### config.mk
export PLATFORM = sky130hd
export DESIGN_NAME = uart_out_buffer
export DESIGN_NICKNAME = d
export VERILOG_FILES = /design/src/rtl/uart_out_buffer.sv
export SDC_FILE = /design/constraint.sdc
export NUM_CORES = 1
export LEC_CHECK = 0
export CORE_ASPECT_RATIO = 0.9
export CORE_MARGIN = 5
export CORE_UTILIZATION = 55
export CTS_BUF_LIST = sky130_fd_sc_hd__clkbuf_16
export DETAILED_ROUTE_END_ITERATION = 10
export PLACE_DENSITY = 0.83
export SYNTH_ARGS = -nofsm -noshare
export SYNTH_HDL_FRONTEND = slang
export SYNTH_SLANG_ARGS = --single-unit
### constraint.sdc
create_clock -name clk -period 3.3 [get_ports clk]
set_input_delay 0.825 -clock clk [delete_from_list [all_inputs] [get_ports clk]]
set_output_delay 0.825 -clock clk [all_outputs]
set_load 0.02 [all_outputs]
### src/rtl/uart_out_buffer.sv
// uart_out_buffer: buffers core OUT bytes in a FIFO and sends them as 8N1 UART frames, LSB first
// Ports:
//   clk        - clock
//   rstn       - synchronous active-low reset
//   out_req    - core output request; one byte per high pulse, however long
//   out_data   - core output word; only [7:0] is transmitted
//   out_busy   - FIFO full; the core stalls OUT while high
//   txd        - UART serial output, idles high
//   fifo_count - current FIFO occupancy (debug)
module uart_out_buffer #(
    parameter int CLK_PER_BIT    = 868,
    parameter int FIFO_DEPTH_LOG = 4
) (
    input  logic                    clk,
    input  logic                    rstn,
    input  logic                    out_req,
    input  logic [31:0]             out_data,
    output logic                    out_busy,
    output logic                    txd,
    output logic [FIFO_DEPTH_LOG:0] fifo_count
);
    localparam int DEPTH = 1 << FIFO_DEPTH_LOG;
    localparam int CW = $clog2(CLK_PER_BIT);
    localparam logic [CW-1:0] CYC_LAST = CW'(CLK_PER_BIT - 1);
    localparam logic [FIFO_DEPTH_LOG:0] FULL_COUNT = (FIFO_DEPTH_LOG + 1)'(DEPTH);

    typedef enum logic [1:0] {IDLE, START, DATA, STOP} state_t;

    logic [7:0]                r_mem [DEPTH];
    logic [FIFO_DEPTH_LOG-1:0] r_wptr;
    logic [FIFO_DEPTH_LOG-1:0] r_rptr;
    logic [FIFO_DEPTH_LOG:0]   r_count;
    logic                      r_armed;
    state_t                    r_state;
    logic [CW-1:0]             r_cyc;
    logic [2:0]                r_bit;
    logic [7:0]                r_shift;
    logic                      r_txd;
    logic                      w_full;
    logic                      w_push;
    logic                      w_pop;
    logic                      w_cyc_done;
    logic                      w_unused;

    assign w_full     = r_count == FULL_COUNT;
    // one byte per request pulse: r_armed drops on accept and re-arms once out_req goes low
    assign w_push     = out_req & r_armed & ~w_full;
    assign w_pop      = (r_state == IDLE) && (r_count != '0);
    assign w_cyc_done = r_cyc == CYC_LAST;
    assign w_unused   = ^out_data[31:8];

    assign out_busy   = w_full;
    assign fifo_count = r_count;
    assign txd        = r_txd;

    always_ff @(posedge clk) begin
        if (w_push) r_mem[r_wptr] <= out_data[7:0];
    end

    always_ff @(posedge clk) begin
        if (!rstn) begin
            r_wptr  <= '0;
            r_rptr  <= '0;
            r_count <= '0;
            r_armed <= 1'b1;
        end else begin
            if (w_push) r_wptr <= r_wptr + FIFO_DEPTH_LOG'(1);
            if (w_pop) r_rptr <= r_rptr + FIFO_DEPTH_LOG'(1);
            r_count <= r_count + (FIFO_DEPTH_LOG + 1)'(w_push) - (FIFO_DEPTH_LOG + 1)'(w_pop);
            r_armed <= ~out_req | (r_armed & ~w_push);
        end
    end

    // txd is loaded together with each state change so the line never glitches
    always_ff @(posedge clk) begin
        if (!rstn) begin
            r_state <= IDLE;
            r_cyc   <= '0;
            r_bit   <= '0;
            r_shift <= '0;
            r_txd   <= 1'b1;
        end else begin
            case (r_state)
                IDLE: begin
                    r_txd <= ~w_pop;
                    if (w_pop) begin
                        r_shift <= r_mem[r_rptr];
                        r_state <= START;
                        r_cyc   <= '0;
                    end
                end
                START: begin
                    r_cyc <= w_cyc_done ? '0 : r_cyc + CW'(1);
                    if (w_cyc_done) begin
                        r_state <= DATA;
                        r_bit   <= '0;
                        r_txd   <= r_shift[0];
                    end
                end
                DATA: begin
                    r_cyc <= w_cyc_done ? '0 : r_cyc + CW'(1);
                    if (w_cyc_done && r_bit == 3'd7) begin
                        r_state <= STOP;
                        r_txd   <= 1'b1;
                    end else if (w_cyc_done) begin
                        r_shift <= r_shift >> 1;
                        r_bit   <= r_bit + 3'd1;
                        r_txd   <= r_shift[1];
                    end
                end
                STOP: begin
                    r_cyc <= w_cyc_done ? '0 : r_cyc + CW'(1);
                    r_txd <= 1'b1;
                    if (w_cyc_done) r_state <= IDLE;
                end
                default: begin
                    r_state <= IDLE;
                    r_txd   <= 1'b1;
                end
            endcase
        end
    end
endmodule

==> qor.csv <==
stage,metric,value,unit
sta,finalHoldViolCount,0,
floorplanning,start_util,0.5662,
worst_setup_path,cp-startpoint,fifo_count[3],
hold_path,hp-class,flip-flop to flip-flop,
floorplanning,num_rows,39,
floorplanning,dieArea,15560,um^2
logic_synthesis,synthesis.area,7238,um^2
pwr,p_sw,2.101,mW
pwr,power,6.580,mW
clock_tree,htree_levels,4,
pwr,combPwrFrac,0.295,
sta,fmax,320.7,MHz
layout,drive_gt1_frac,0.1828,
global_route,grt_start_max_net_pins,27,
worst_setup_path,r2r_cells,13,
route,vias,4222,
logic_synthesis,yosys_warnings,0,
pwr,sequentialPowerShare,0.403,
sta,hold_slack,0.4712,ns
route,wl_per_cell,21.19,um
logic_synthesis,ys_ff_latch,170,
clock_tree,post_cts_buffers,0,
global_route,grtUsageTotal,0.2064,
global_route,antenna_found_initial,0,
pwr,p_per_area,794.8,nW/um^2
layout,syn_to_final_growth,14.36,%
pwr,power.leakage,2.777,nW
route,drt-total-wl,14.84,mm
global_route,grt_pass1_vias,4310,
placed_design,io_buffer_count,17,
hold_path,hold_depth,2,
pwr,p_clk_frac,0.302,
logic_synthesis,ys_seq_area_frac,0.6472,
floorplanning,die_x,130.9,um
sta,min_period,3.118,ns
layout,nets,578,
worst_setup_path,worst-setup-path-type,flip-flop to flip-flop,
pwr,ir_worst_vdd,633.8,uV
clock_tree,clk_pin_slew,0.06,ns
route,ant_nets,0,
layout,seqCellArea,4686,um^2
run,cap_violations,0,
sta,fin_skew,0.01030,ns
global_route,grt_pass1_wl,23.58,mm
route,drt_iter0_markers,461,
clock_tree,clockRootBuffer,clkbuf_16,
logic_synthesis,avgSynthCellArea,14.99,um^2
placed_design,place_area,7690,um^2
layout,diodes,0,
logic_synthesis,async_flop_share,0,
route,first_pass_iters,5,
logic_synthesis,synth.largest_area_cell,edfxtp_1,
run_status,outcome,"complete, no violations",
layout,n_fill_cell,865,
route,post-route-drc-count,0,
global_route,gr-total-overflow,0,
logic_synthesis,synth_top_area_share,0.5310,
logic_synthesis,synthTopCellsByArea,"edfxtp_1 53%, dfxtp_1 12%, mux4_2 8.1%",
worst_setup_path,cp.arrival,3.45,ns
floorplanning,core-area,12780,um^2
floorplanning,fp.dieH,118.8,um
layout,final_area,8278,um^2
clock_tree,clkLatencyLatePin,0.43,ns
sta,rsz0062_at_grt,false,
placed_design,hpwl,9.207,mm
logic_synthesis,synth_flop_cell,edfxtp_1,
logic_synthesis,ys_types,54,
pwr,sw_frac_of_total,0.3193,
clock_tree,cts_tree,yes,
placed_design,dpl.cell_count,668,
floorplanning,pin_count,42,
layout,final_cell_mix,"128 x edfxtp_1, 41 x dfxtp_1, 37 x nor2_1, 27 x buf_4, 26 x mux4_2",
layout,multi_input_area,2361,um^2
logic_synthesis,synth-edff-count,128,
worst_setup_path,cp_data_required_time,3.63,ns
layout,fin_cells,700,
pwr,p_int,4.479,mW
logic_synthesis,syn_inst,483,
sta,final_max_slew_viol_count,0,
clock_tree,clock-sinks,170,
hold_path,worstHoldStart,r_bit[1],
placed_design,gp_congestion,0.8249,
layout,final_common_cell,edfxtp_1,
worst_setup_path,worstSetupEndpointType,flip-flop,
worst_setup_path,r2r_start,fifo_count[3],
worst_setup_path,cp-start-kind,flip-flop,
clock_tree,cts_made_buffers,17,
worst_setup_path,path_max_fanout,4,
sta,setup-violations-final,0,
route,viasPerCell,6.031,
logic_synthesis,synth_nets,538,
sta,slew_headroom,0.3994,
sta,tightestPinTransition,0.9009,ns
clock_tree,clockBufferDepth,2,
sta,final.period_utilization,0.9448,
## state kept, by name (all words and copies together) (netlist names), named ones only
name and cells:
r_cyc 10, r_wptr 4, r_armed 1, r_mem 128
r_shift 8, r_rptr 4, txd 1, r_state 2
r_bit 3, fifo_count 5
## final cells by class
| type | count | area share |
|---|---|---|
| Clock inverter | 15 | 0.01935 |
| Timing Repair Buffer | 44 | 0.04504 |
| Tap cell | 164 | 0.02479 |
| Sequential cell | 170 | 0.5661 |
| Multi-Input combinational cell | 272 | 0.2852 |
| Clock buffer | 17 | 0.05139 |
| Inverter | 18 | 0.008162 |
## final timing paths
check	to	slack, ns
setup reg to reg	fifo_count[4]	0.18
hold reg to reg	r_bit[1]	0.47
hold / removal	r_bit[1]	0.47
setup / recovery	fifo_count[4]	0.18
## worst max-delay path, stage by stage (launching register included)
cell and delay (ns):
dfxtp_1 0.34, inv_1 0.09, ha_1 0.18, or4b_1 0.50
nand2_2 0.14, inv_1 0.07, ha_1 0.27, inv_1 0.04
ha_1 0.20, fa_1 0.39, a21oi_1 0.16, nor2_1 0.08
or3_1 0.37, a21oi_1 0.21
## logic make-up (layout without fill, tap and decap cells)
family,Yosys count,in the layout,synth area share
DFF,170,170,0.6472
and+or+nand+nor,110,110,0.07692
AOI/OAI and AO/OA,80,80,0.08332
muxes,47,47,0.1118
buffers and inverters,41,94,0.02697
adders and majority gates,20,20,0.03561
xor gates and xnor gates,15,15,0.01815
## power by group through the flow
stage / combinational, mW / clock (mW) / sequential [mW]
floorplan: 1.47 / 0 / 2.63
finish: 1.94 / 1.99 / 2.65
global route: 2.13 / 2.13 / 2.67
CTS: 1.94 / 2.02 / 2.65
detailed placement: 1.90 / 0 / 2.69
global placement: 1.82 / 0 / 2.67
## routing by layer
layer | vias to the layer above | GRT usage | wire [um] | share of wire
met1 | 2132 | 0.2630 | 6029 | 0.41
met3 | 31 | 0.06132 | 834 | 0.056
met5 | - | 0 | 0 | 0
met2 | 111 | 0.3323 | 7651 | 0.52
li1 | 1948 | - | - | -
met4 | 0 | 0.08290 | 321 | 0.022
## repair_timing
item | in CTS | in global routing
resized for setup | 0 | 1
hold buffers | 0 | 0
endpoints found under the setup margin | 0 | 1
## Yosys cell counts, drive strengths merged, types with 2 or more instances
cell type  instances
a2111oi            2
a21o               2
a21oi             16
a221oi             6
a22o               6
a2bb2oi            6
a31oi              9
a41oi              7
and2               5
and3               3
buf               12
clkbuf            11
dfxtp             42
edfxtp           128
ha                19
inv               18
mux2i             20
mux4              26
nand2             26
nand2b             3
nand3              8
nand4              2
nand4b             2
nor2              37
nor2b              4
nor3               7
nor4b              2
o2111ai            2
o211ai             2
o21ai             16
o22ai              2
or3                3
xnor2              8
xor2               7
## through the flow
stage           TNS (ns)    util  setup WS, ns
2_1_floorplan          0       -        0.3250
3_3_place_gp           0  0.6015       0.03772
3_5_place_dp   -0.007248  0.6015     -0.007248
4_1_cts                0  0.6473        0.1774
5_1_grt                0  0.6475       0.02121
6_report               0  0.6475        0.1822
Note: power is estimated with default switching activity, not from simulation.
